`src/rtl/nes_input_scheduler.sv`:
```
// NES button conditioner: per-button debounce, press edges, shared D-pad auto-repeat,
// select-driven mode tracking and a one-deep valid/ready event port fed from a pending mask.
module nes_input_scheduler #(
    parameter int unsigned DEBOUNCE_CYCLES = 500_000,
    parameter int unsigned REPEAT_DELAY    = 25_000_000,
    parameter int unsigned REPEAT_PERIOD   = 5_000_000
) (
    input  logic       clock,
    input  logic       reset_n,
    input  logic [7:0] btn_raw,
    output logic [7:0] btn_stable,
    output logic [1:0] mode,
    output logic       evt_valid,
    input  logic       evt_ready,
    output logic [2:0] evt_btn,
    output logic [1:0] evt_dest,
    output logic       evt_repeat,
    output logic       overrun
);
    localparam int unsigned NUM_BTN = 8;
    localparam int unsigned DB_W    = (DEBOUNCE_CYCLES > 1) ? $clog2(DEBOUNCE_CYCLES) : 1;
    localparam int unsigned RPT_MAX = (REPEAT_DELAY > REPEAT_PERIOD) ? REPEAT_DELAY : REPEAT_PERIOD;
    localparam int unsigned RT_W    = (RPT_MAX > 1) ? $clog2(RPT_MAX) : 1;
    localparam logic [DB_W-1:0] DB_LAST     = DB_W'(DEBOUNCE_CYCLES - 1);
    localparam logic [RT_W-1:0] DELAY_LAST  = RT_W'(REPEAT_DELAY - 1);
    localparam logic [RT_W-1:0] PERIOD_LAST = RT_W'(REPEAT_PERIOD - 1);
    localparam logic [7:0]      EVENT_MASK  = 8'hDF; // select only steers mode

    typedef enum logic [1:0] {R_IDLE, R_DELAY, R_RATE} repState_t;

    logic [DB_W-1:0] dbCnt [NUM_BTN];
    logic [7:0]      stableQ;
    logic [7:0]      riseC;
    logic [3:0]      dpadStableC;
    logic [3:0]      dpadRiseC;
    logic [1:0]      riseIdxC;
    repState_t       repState;
    logic [1:0]      trkIdx;
    logic [RT_W-1:0] repTimer;
    logic            tickC;
    logic [7:0]      tickVecC;
    logic [7:0]      newEvtC;
    logic [7:0]      setMaskC;
    logic [7:0]      loadMaskC;
    logic [7:0]      pending;
    logic [7:0]      pendRep;
    logic [2:0]      selIdxC;
    logic            freeC;

    // Debounce: a level is accepted only after DEBOUNCE_CYCLES consecutive differing samples
    always_ff @(posedge clock) begin
        if (!reset_n) begin
            for (int unsigned i = 0; i < NUM_BTN; i++) begin
                dbCnt[i] <= '0;
            end
            btn_stable <= '0;
            stableQ    <= '0;
        end else begin
            stableQ <= btn_stable;
            for (int unsigned i = 0; i < NUM_BTN; i++) begin
                if (btn_raw[i] == btn_stable[i]) begin
                    dbCnt[i] <= '0;
                end else if (dbCnt[i] == DB_LAST) begin
                    dbCnt[i]      <= '0;
                    btn_stable[i] <= ~btn_stable[i];
                end else begin
                    dbCnt[i] <= dbCnt[i] + DB_W'(1);
                end
            end
        end
    end

    assign riseC       = btn_stable & ~stableQ;
    assign dpadStableC = btn_stable[3:0];
    assign dpadRiseC   = riseC[3:0];

    always_comb begin
        riseIdxC = 2'd0;
        for (int i = 3; i >= 0; i--) begin
            if (dpadRiseC[i]) riseIdxC = 2'(i);
        end
    end

    // A tick is suppressed once the tracked button has dropped, before the FSM returns to idle
    always_comb begin
        tickC = 1'b0;
        case (repState)
            R_DELAY: tickC = (repTimer == DELAY_LAST);
            R_RATE:  tickC = (repTimer == PERIOD_LAST);
            default: tickC = 1'b0;
        endcase
        tickC = tickC & dpadStableC[trkIdx];
    end

    assign tickVecC = tickC ? (8'd1 << trkIdx) : 8'd0;

    always_ff @(posedge clock) begin
        if (!reset_n) begin
            repState <= R_IDLE;
            trkIdx   <= '0;
            repTimer <= '0;
        end else if (|dpadRiseC) begin
            repState <= R_DELAY;
            trkIdx   <= riseIdxC;
            repTimer <= '0;
        end else if ((repState != R_IDLE) && !dpadStableC[trkIdx]) begin
            repState <= R_IDLE;
            repTimer <= '0;
        end else begin
            case (repState)
                R_DELAY: begin
                    if (repTimer == DELAY_LAST) begin
                        repState <= R_RATE;
                        repTimer <= '0;
                    end else begin
                        repTimer <= repTimer + RT_W'(1);
                    end
                end
                R_RATE: begin
                    if (repTimer == PERIOD_LAST) repTimer <= '0;
                    else                         repTimer <= repTimer + RT_W'(1);
                end
                default: repTimer <= '0;
            endcase
        end
    end

    assign freeC = !evt_valid || evt_ready;

    always_comb begin
        selIdxC = 3'd0;
        for (int i = 7; i >= 0; i--) begin
            if (pending[i]) selIdxC = 3'(i);
        end
    end

    assign loadMaskC = (freeC && (|pending)) ? (8'd1 << selIdxC) : 8'd0;
    assign newEvtC   = (riseC & EVENT_MASK) | tickVecC;
    assign setMaskC  = newEvtC & ~pending;

    // Pending mask, output register and mode; an event hitting an occupied pending bit is dropped
    always_ff @(posedge clock) begin
        if (!reset_n) begin
            pending    <= '0;
            pendRep    <= '0;
            overrun    <= 1'b0;
            evt_valid  <= 1'b0;
            evt_btn    <= '0;
            evt_dest   <= '0;
            evt_repeat <= 1'b0;
            mode       <= '0;
        end else begin
            pending <= (pending & ~loadMaskC) | setMaskC;
            pendRep <= (pendRep & ~setMaskC) | (tickVecC & setMaskC);
            if (|(newEvtC & pending)) overrun <= 1'b1;
            if (freeC) begin
                if (|pending) begin
                    evt_valid  <= 1'b1;
                    evt_btn    <= selIdxC;
                    evt_dest   <= mode;
                    evt_repeat <= pendRep[selIdxC];
                end else begin
                    evt_valid <= 1'b0;
                end
            end
            if (riseC[5]) mode <= (mode == 2'd2) ? 2'd0 : mode + 2'd1;
        end
    end

endmodule

```
`config.mk`:
```
export PLATFORM = sky130hd
export DESIGN_NAME = nes_input_scheduler
export DESIGN_NICKNAME = d
export VERILOG_FILES = /design/src/rtl/nes_input_scheduler.sv
export SDC_FILE = /design/constraint.sdc
export NUM_CORES = 1
export LEC_CHECK = 0
export ABC_AREA = 1
export ABC_CLOCK_PERIOD_IN_PS = 2100
export CAP_MARGIN = 5
export CORE_UTILIZATION = 23
export DETAILED_ROUTE_END_ITERATION = 7
export GPL_TIMING_DRIVEN = 1
export PLACE_DENSITY_LB_ADDON = 0.12
export SLEW_MARGIN = 0
export SYNTH_ARGS = -nofsm -noshare
export SYNTH_HDL_FRONTEND = slang
export SYNTH_SLANG_ARGS = --single-unit
```
`constraint.sdc`:
```
create_clock -name clock -period 2.1 [get_ports clock]
set_clock_uncertainty 0.2 [all_clocks]
set_input_delay 0.315 -clock clock [delete_from_list [all_inputs] [get_ports clock]]
set_output_delay 0.315 -clock clock [all_outputs]
set_load 0.03 [all_outputs]
```
* Word level (Yosys, flattened, before mapping)
Memory sizes are Yosys's and may differ from the RTL's.
Index checks and enable logic that the tools add are counted.
** Word-level totals
- Flip-flop bits (word level) :: 71
- Bits in writable memories :: 152
- Input port bits :: 11
- Output and inout port bits :: 18
- Memories :: 1
** Cells by class
- Add/subtract/negate cells :: 10
- Magnitude comparators :: 2
- Equal/unequal tests :: 21
- Shift-type cells :: 2
- Muxes and demuxes :: 141
- Bitwise gates (word level) :: 55
- Reduce and logical (&&, ||, !) cells :: 23
** Memory list
- dbCnt :: words 8, width 19, read ports 8, clocked after memory_dff 0, write ports 8, line 31 : logic [DB_W-1:0] dbCnt [NUM_BTN];
** Operator list (count)
- 2-to-1 mux 19 bit :: 24
- adder 19 x 1 -> 19 bit, second input constant :: 8
- equality test 19 bit, second input constant :: 8
- 2-to-1 mux 1 bit :: 96
- 2-to-1 mux 25 bit :: 2
- case mux 25 bit (2 select lines) :: 1
- AND 8 bit :: 6
- inverter 8 bit :: 4
- adder 25 x 1 -> 25 bit, second input constant :: 1
- equality test 25 x 23 -> 1 bit, second input constant :: 1
- equality test 25 bit, second input constant :: 1
- 2-to-1 mux 3 bit :: 8
- OR 1 bit :: 24
- OR 8 bit :: 3
- AND reduction 2 bit :: 11
- inverter 1 bit :: 17
- 2-to-1 mux 8 bit :: 2
- OR reduction 8 bit :: 2
- 2-to-1 mux 2 bit :: 5
- equality test 1 bit :: 8
- left shift 1 x 2 -> 8 bit, first input constant :: 1
- left shift 1 x 3 -> 8 bit, first input constant :: 1
- nonzero test 3 bit :: 2
- OR reduction 6 bit :: 1
- other kinds (14) :: 17

* Longest topological paths before layout
Gate-level depths: netlist (run 1).
- Depth after elaboration :: 13
- Mapped depth :: 13
- Gate-level depth less buffers :: 13

* Worst setup path after synthesis (run 1)
No wires, ideal clock.
- Path type :: register to register
- From :: mem dbCnt[0][0] (netlist bit)
- To :: mem dbCnt[0][14] (netlist bit) (data pin)
- Setup time :: 259 ps
- Data arrival time :: 1565 ps
- Required time :: 1641 ps
- Path slack :: 76 ps
- Stages on the path, launching flop included :: 9
- Clock period less this slack :: 2024 ps
- Cell sequence :: edfxtp_1 ha_1 nand2_1 nor2_1 inv_1 nor4_2 nand3b_2 buf_2 nor3_1
** RTL lines (line)
- from (decl) :: 31

==> results of run 1 <==
-- cells by family (layout without fill, tap and decap cells) --
family | count (synthesis) | after routing
fa+ha+maj | 12 | 12
flops | 222 | 222
other cells | 1 | 152
xor+xnor | 60 | 60
buf+inv | 232 | 467
compound gates | 169 | 169
simple gates | 732 | 732
-- worst max-delay path, cell delays in order (launching register included) --
cell,delay (ns)
sky130_fd_sc_hd__edfxtp_1,0.36
sky130_fd_sc_hd__ha_2,0.21
sky130_fd_sc_hd__nand3_4,0.09
sky130_fd_sc_hd__nor2_4,0.11
sky130_fd_sc_hd__nand3_2,0.08
sky130_fd_sc_hd__nor2_2,0.12
sky130_fd_sc_hd__nand3_2,0.10
sky130_fd_sc_hd__nor2_4,0.15
sky130_fd_sc_hd__nand3_2,0.08
sky130_fd_sc_hd__nor2_2,0.11
sky130_fd_sc_hd__nand2_1,0.07
sky130_fd_sc_hd__nor2_1,0.09
sky130_fd_sc_hd__nor2_1,0.05
-- cell usage after synthesis (2+ instances only) --
| master | instances |
|---|---|
| sky130_fd_sc_hd__xor2_1 | 44 |
| sky130_fd_sc_hd__nor2_4 | 8 |
| sky130_fd_sc_hd__a211oi_1 | 2 |
| sky130_fd_sc_hd__nor3_2 | 11 |
| sky130_fd_sc_hd__a31o_2 | 2 |
| sky130_fd_sc_hd__nor2_2 | 13 |
| sky130_fd_sc_hd__nand2_2 | 5 |
| sky130_fd_sc_hd__or2_1 | 3 |
| sky130_fd_sc_hd__nand4_1 | 35 |
| sky130_fd_sc_hd__clkbuf_1 | 6 |
| sky130_fd_sc_hd__nor2_1 | 211 |
| sky130_fd_sc_hd__o21ai_1 | 7 |
| sky130_fd_sc_hd__o21ai_0 | 42 |
| sky130_fd_sc_hd__nor4_2 | 5 |
| sky130_fd_sc_hd__ha_1 | 12 |
| sky130_fd_sc_hd__dfxtp_1 | 70 |
| sky130_fd_sc_hd__buf_2 | 8 |
| sky130_fd_sc_hd__nor4_1 | 20 |
| sky130_fd_sc_hd__nor3b_1 | 14 |
| sky130_fd_sc_hd__nand2_1 | 241 |
| sky130_fd_sc_hd__or2_2 | 8 |
| sky130_fd_sc_hd__inv_2 | 23 |
| sky130_fd_sc_hd__o21a_1 | 8 |
| sky130_fd_sc_hd__a31oi_1 | 8 |
| sky130_fd_sc_hd__o31ai_1 | 2 |
| sky130_fd_sc_hd__nor3_1 | 53 |
| sky130_fd_sc_hd__a22oi_1 | 2 |
| sky130_fd_sc_hd__inv_1 | 194 |
| sky130_fd_sc_hd__and3_1 | 5 |
| sky130_fd_sc_hd__xnor2_1 | 16 |
| sky130_fd_sc_hd__nand3_2 | 8 |
| sky130_fd_sc_hd__edfxtp_1 | 152 |
| sky130_fd_sc_hd__a21oi_1 | 87 |
| sky130_fd_sc_hd__nand3_1 | 87 |
| sky130_fd_sc_hd__o211ai_1 | 2 |
-- cell usage in the layout (no fill, tap or decap), drive strengths merged, types with 9 or more instances in the layout --
cell type      synthesis  routed
clkbuf                 6      49
xnor2                 16      16
nor4                  25      25
xor2                  44      44
conb                   1     152
nand3                 95      95
a21oi                 88      88
o21ai                 49      49
nor3b                 14      14
nor3                  64      64
dlygate4sd2            0      18
nand4                 35      35
edfxtp               152     152
inv                  217     216
dfxtp                 70      70
or2                   12      12
nand2                246     246
ha                    12      12
clkdlybuf4s50          0       9
nor2                 232     232
buf                    8     166
-- flip-flops by register name (all words and copies together), names as in the netlist --
| name | flops |
|---|---|
| repState | 2 |
| evt_valid | 1 |
| evt_dest | 2 |
| pendRep | 7 |
| evt_btn | 3 |
| mode | 2 |
| dbCnt | 152 |
| evt_repeat | 1 |
| btn_stable | 8 |
| overrun | 1 |
| pending | 8 |
| stableQ | 8 |
| trkIdx | 2 |
| repTimer | 25 |
-- worst max path at each step --
stage	start	end	slack, ns	depth (start not counted)
floorplan	dbCnt[0][0]	dbCnt[0][14]	0.08	8
CTS	dbCnt[0][38]	dbCnt[0][56]	-0.006	12
global placement	btn_raw[1]	dbCnt[0][29]	-0.21	7
detailed placement	btn_raw[1]	dbCnt[0][29]	-0.24	7
global route	dbCnt[0][38]	dbCnt[0][56]	-0.12	12
finish	dbCnt[0][39]	dbCnt[0][56]	0.04	12
-- power groups by stage --
| stage | sequential (mW) | clock [mW] | combinational, mW |
|---|---|---|---|
| 2_1_floorplan | 5.05 | 0 | 0.346 |
| 3_3_place_gp | 5.06 | 0 | 0.582 |
| 3_5_place_dp | 5.07 | 0 | 0.581 |
| 4_1_cts | 4.97 | 4.99 | 0.586 |
| 5_1_grt | 5.01 | 5.13 | 0.762 |
| 6_report | 4.99 | 4.75 | 0.663 |
-- final cells by class --
type / instances / area [µm²] / area share (%)
Multi-Input combinational cell: 1125 / 6300 / 38.3
Sequential cell: 222 / 5970 / 36.3
Timing Repair Buffer: 194 / 1590 / 9.64
Clock buffer: 48 / 867 / 5.27
Tap cell: 680 / 851 / 5.17
Inverter: 218 / 837 / 5.09
Clock inverter: 6 / 32.5 / 0.198
Timing Repair inverter: 1 / 5.00 / 0.0304
-- through the flow --
step / worst slack, ns / instance area, µm² / power, mW
5_1_grt: -0.124 / 16500 / 10.9
4_1_cts: -0.00609 / 15400 / 10.6
3_3_place_gp: -0.210 / 14500 / 5.64
6_report: 0.0409 / 16500 / 10.4
3_5_place_dp: -0.237 / 14500 / 5.65
2_1_floorplan: 0.0762 / 12500 / 5.40
-- timing repair --
action                                  CTS  global route
endpoints found under the setup margin   31           137
pin swaps                                 1            60
gates cloned                              0             3
setup buffers                             1            39
gates resized for setup                  24           160
-- metal layers --
metal | share of wire, % | vias to the layer above | track usage (%)
li1 | - | 5360 | -
met5 | 0 | - | 0
met2 | 46 | 81 | 17.3
met1 | 48 | 4559 | 13.7
met3 | 3.7 | 37 | 2.30
met4 | 1.8 | 0 | 2.77
==> out/results.ini, run 1 <==
[synth]
synthesized_area_fraction_occupied_by_ao_oa_aoi_and_oai_cells_pct=7.77
synth_mux_area_share_pct=0
synth_area_leader_cell=sky130_fd_sc_hd__edfxtp_1
synth_enable_flop_cells=152
ys_top_cells_by_area=sky130_fd_sc_hd__edfxtp_1, sky130_fd_sc_hd__dfxtp_1, sky130_fd_sc_hd__nand2_1, sky130_fd_sc_hd__nor2_1, sky130_fd_sc_hd__inv_1
postSynth.topFlopCell=sky130_fd_sc_hd__edfxtp_1
syn-cell-area_mm2=0.0119
synth_top_family_by_area=simple AND/OR/NAND/NOR gates
synthSimpleGateAreaFrac_pct=29.0
yosysSeqAreaShare_pct=50.1
count_of_warnings_emitted_by_yosys=0
post_synth_inst_count=1428
yosys.area_share.adder_pct=1.26
xor_xnor_cell_area_share_of_the_yosys_netlist_pct=4.41
synth_largest_type_area_fraction_pct=38.3
synth.lib_cells_used.distinct=49
synth_async_sr_flop_share_pct=0
ys_ff_latch=222
synthesis.area_per_instance_um2=8.34

[run_status]
outcome=finished, violations left
failed_checks=design-rule violations

[sta]
post-route-min-period_ns=2.06
min_period_over_period_pct=98.1
hold_fails_final_rpt=0
max_freq_mhz=486
final-setup-viol-count=0
timing.setup.tns_ns=0
worst_hold_slack_ns=0.0726
unrepaired_setup_endpoints_after_global_routing=yes
final-max-slew-violation-count=0

[pwr]
p_comb_share_pct=6.4
intPower_mw=7.91
switchingPower_mw=2.49
leakagePower_nw=6.73
p_per_area_mw_per_mm2=632
p_seq_share_pct=47.9
power_switching_share_pct=23.9
clockPowerShare_pct=45.7
peakVddDrop_v=0.000506

[cts]
root_buffer=sky130_fd_sc_hd__clkbuf_16
ctsLongestPathBuffers=3
clk_pin_slew_ns=0.06
cts_inserted_buffers=29
clock_tree.htree_level_count=1
postCtsHoldBufs=0
clock_sinks=222
cts_tree=built
insertion_delay_ns=0.58

[detailed_routing]
postRouteAntennaNets=0
post_drt_via_cell_ratio=4.02
drt_wl_total_mm=28.3
drt_drc_violations_left=2
avgRoutedWirePerCell_um=11.3
drt_iter0_drc=418
detail_route.first_pass.iterations=7
dr_total_vias=10000

[layout]
n_antenna_cell=0
drive_above_1_share_pct=22.3
flow.area_growth_from_synthesis_pct=38.1
instances_no_fill=2494
final_util_pct=32.1
nNetsFinal=1814
final.fill_count=5507

[global_route]
antenna_found_initial=0
grt_overflow_total=0
grt_first_pass_wirelength_mm=45.8
maximum_number_of_pins_on_one_net_before_global_route_repair=30
vias_in_the_first_global_route=9470
grtUsageTotal_pct=10.5

[die]
die_x_um=230
start_util_pct=23.3
floorplan.rows=83
core_region_area_mm2=0.0512
die-area_mm2=0.0527
die_y_um=230
i_o_pin_cnt=29

[placement]
place.gp.congestion=0.783
dp.final_hpwl_mm=20.5
dp_cells=2397
port_buffers=28

[setup_path]
worst_setup_path_type=reg -> reg
start_kind=flip-flop
r2r_slack_ns=0.04
crit_fanout=3
cp_data_required_time_ns=2.21
worstRegToRegCells=12
arrival_ns=2.17
setup.worst_path.end_class=flip-flop
reg2reg_to=dbCnt[0][56]
reg2reg_from=dbCnt[0][39]

[hold_path]
min_delay_path_depth=4
worst_hold_path_type=in -> reg
min-delay-start=reset_n
worst_hold_path.endpoint=overrun

[run]
timing.max_cap.violations=0

No activity file was read; power rests on OpenSTA's default activity.
==> run 2: changes to the inputs <==
--- a/config.mk
+++ b/config.mk
@@ -13,4 +13,5 @@
 export GPL_TIMING_DRIVEN = 1
 export PLACE_DENSITY_LB_ADDON = 0.12
+export RECOVER_POWER = 50
 export SLEW_MARGIN = 0
 export SYNTH_ARGS = -nofsm -noshare
--- a/constraint.sdc
+++ b/constraint.sdc
@@ -3,3 +3,3 @@
 set_input_delay 0.315 -clock clock [delete_from_list [all_inputs] [get_ports clock]]
 set_output_delay 0.315 -clock clock [all_outputs]
-set_load 0.03 [all_outputs]
+set_load 0.02 [all_outputs]
==> out/results.ini, run 2 (synthesized netlist as in run 1, its figures left out) <==
[setup_path]
arrival_ns=2.22  ; was 2.17 ns
worstRegToRegCells=11  ; was 12
r2r_slack_ns=0.02  ; was 0.04 ns
worst_setup_path_type=reg -> reg  ; unchanged
start_kind=flip-flop  ; unchanged
setup.worst_path.end_class=flip-flop  ; unchanged
crit_fanout=8  ; was 3
cp_data_required_time_ns=2.24  ; was 2.21 ns

[cts]
cts_tree=built  ; unchanged
clock_tree.htree_level_count=1  ; unchanged
insertion_delay_ns=0.58  ; about the same
clock_sinks=222  ; unchanged
cts_inserted_buffers=29  ; unchanged
clk_pin_slew_ns=0.06  ; about the same
root_buffer=sky130_fd_sc_hd__clkbuf_16  ; unchanged
ctsLongestPathBuffers=3  ; unchanged

[layout]
nNetsFinal=1814  ; unchanged
layout_commonest_cell=sky130_fd_sc_hd__nand2_1  ; unchanged
drive_above_1_share_pct=21.6  ; was 22.3%
final_cell_mix=sky130_fd_sc_hd__nand2_1, sky130_fd_sc_hd__nor2_1, sky130_fd_sc_hd__inv_1  ; unchanged
flow.area_growth_from_synthesis_pct=37.2  ; was 38.1%
largest_registers_ranked_by_flip_flop_count=dbCnt x152, repTimer x25  ; unchanged
n_antenna_cell=0  ; unchanged
largest_register_ffs=152  ; unchanged
top_register=dbCnt  ; unchanged
instances_no_fill=2494  ; unchanged
final.fill_count=5517  ; was 5,507

[detailed_routing]
avgRoutedWirePerCell_um=11.4  ; was 11.3 µm
detail_route.first_pass.iterations=7  ; unchanged
postRouteAntennaNets=0  ; unchanged
drt_wl_total_mm=28.3  ; about the same
post_drt_via_cell_ratio=4.03  ; was 4.02
drt_drc_violations_left=2  ; unchanged
dr_total_vias=10100  ; was 10,000
drt_iter0_drc=402  ; was 418

[die]
die-area_mm2=0.0527  ; unchanged
floorplan.rows=83  ; unchanged
die_x_um=230  ; unchanged
core_region_area_mm2=0.0512  ; unchanged
start_util_pct=23.3  ; unchanged
i_o_pin_cnt=29  ; unchanged
die_y_um=230  ; unchanged

[hold_path]
worst_hold_path_type=in -> reg  ; unchanged
min_delay_path_depth=4  ; unchanged

[run]
timing.max_cap.violations=0  ; unchanged

[pwr]
totalPowerFinal_mw=10.4  ; about the same
peakVddDrop_v=0.000502  ; was 0.000506 V
leakagePower_nw=6.69  ; was 6.73 nW
p_per_area_mw_per_mm2=635  ; was 632 mW/mm²

[sta]
unrepaired_setup_endpoints_after_global_routing=yes  ; unchanged
worst_hold_slack_ns=0.0775  ; was 0.0726 ns
post-route-min-period_ns=2.08  ; was 2.06 ns
min_period_over_period_pct=99.3  ; was 98.1%
hold_fails_final_rpt=0  ; unchanged
final-max-slew-violation-count=0  ; unchanged
final-setup-viol-count=0  ; unchanged
max_freq_mhz=480  ; was 486 MHz

[global_route]
maximum_number_of_pins_on_one_net_before_global_route_repair=30  ; unchanged
grt_overflow_total=0  ; unchanged
grt_busiest_layer=met2  ; unchanged
antenna_found_initial=0  ; unchanged
grt_use_met3_pct=2.30  ; unchanged
gr-usage-met2_pct=17.3  ; unchanged
grtUsageTotal_pct=10.5  ; unchanged
grtUsageMet1_pct=13.7  ; unchanged
grt_first_pass_wirelength_mm=45.8  ; unchanged
vias_in_the_first_global_route=9470  ; unchanged

[run_status]
outcome=finished, violations left  ; unchanged
failed_checks=design-rule violations  ; unchanged

[placement]
place.gp.congestion=0.783  ; unchanged
dp.final_hpwl_mm=20.5  ; unchanged
port_buffers=28  ; unchanged
dp_cells=2397  ; unchanged

run 2: worst max-delay path, cell delays in order, from the launching register on:
cell                       delay [ns]
sky130_fd_sc_hd__edfxtp_1        0.37
sky130_fd_sc_hd__ha_2            0.20
sky130_fd_sc_hd__nand2_2         0.05
sky130_fd_sc_hd__inv_2           0.06
sky130_fd_sc_hd__nand2_2         0.05
sky130_fd_sc_hd__inv_2           0.07
sky130_fd_sc_hd__nand3_2         0.07
sky130_fd_sc_hd__nor4_2          0.31
sky130_fd_sc_hd__nor2_2          0.10
sky130_fd_sc_hd__bufinv_8        0.23
sky130_fd_sc_hd__a21oi_2         0.04
sky130_fd_sc_hd__o21a_1          0.10
run 2: routing by layer:
metal  part of all wire [%]  vias up
met4                    1.8        0
met5                      0        -
li1                       -     5358
met2                     46       83
met3                    3.6       37
met1                     48     4574
run 2: report_power, final:
part | total (mW) | switching, mW | leakage (nW) | internal [mW]
combinational | 0.653 | 0.387 | 4.12 | 0.266
sequential | 4.98 | 0.134 | 2.13 | 4.85
clock | 4.75 | 1.96 | 0.444 | 2.79
total | 10.4 | 2.48 | 6.69 | 7.91
run 2: stage by stage:
| step | setup TNS, ns | utilization, % | setup slack, ns | area, µm² |
|---|---|---|---|---|
| after floorplan | 0 | - | 0.0762 | 12500 |
| after global placement | -2.15 | 28.3 | -0.210 | 14500 |
| after detailed placement | -2.13 | 28.3 | -0.237 | 14500 |
| after CTS | -0.00609 | 30.1 | -0.00609 | 15400 |
| after global routing | -3.86 | 31.9 | -0.124 | 16300 |
| final | 0 | 31.9 | 0.0157 | 16300 |
run 2: final timing paths:
kind	start	endpoint
setup reg to reg	dbCnt[1][0]	dbCnt[1][16]
hold / removal	reset_n	overrun
hold reg to reg	pendRep[6]	pendRep[6]
setup / recovery	dbCnt[1][0]	dbCnt[1][16]
run 2: cell type report:
type / instances / area [µm²] / area share (%)
timing repair buffer: 194 / 1550 / 9.48
clock inverter: 6 / 32.5 / 0.199
multi-input combinational: 1125 / 6230 / 38.1
tap: 680 / 851 / 5.21
timing repair inverter: 1 / 5.00 / 0.0306
sequential: 222 / 5970 / 36.5
clock buffer: 48 / 867 / 5.31
inverter: 218 / 837 / 5.12
run 2: repair_timing:
action                                  CTS  global route
endpoints found under the setup margin   31           137
hold buffers                              0             0
pin swaps                                 1            60
cloned                                    0             3
setup buffers                             1            39
resized for setup                        24           160
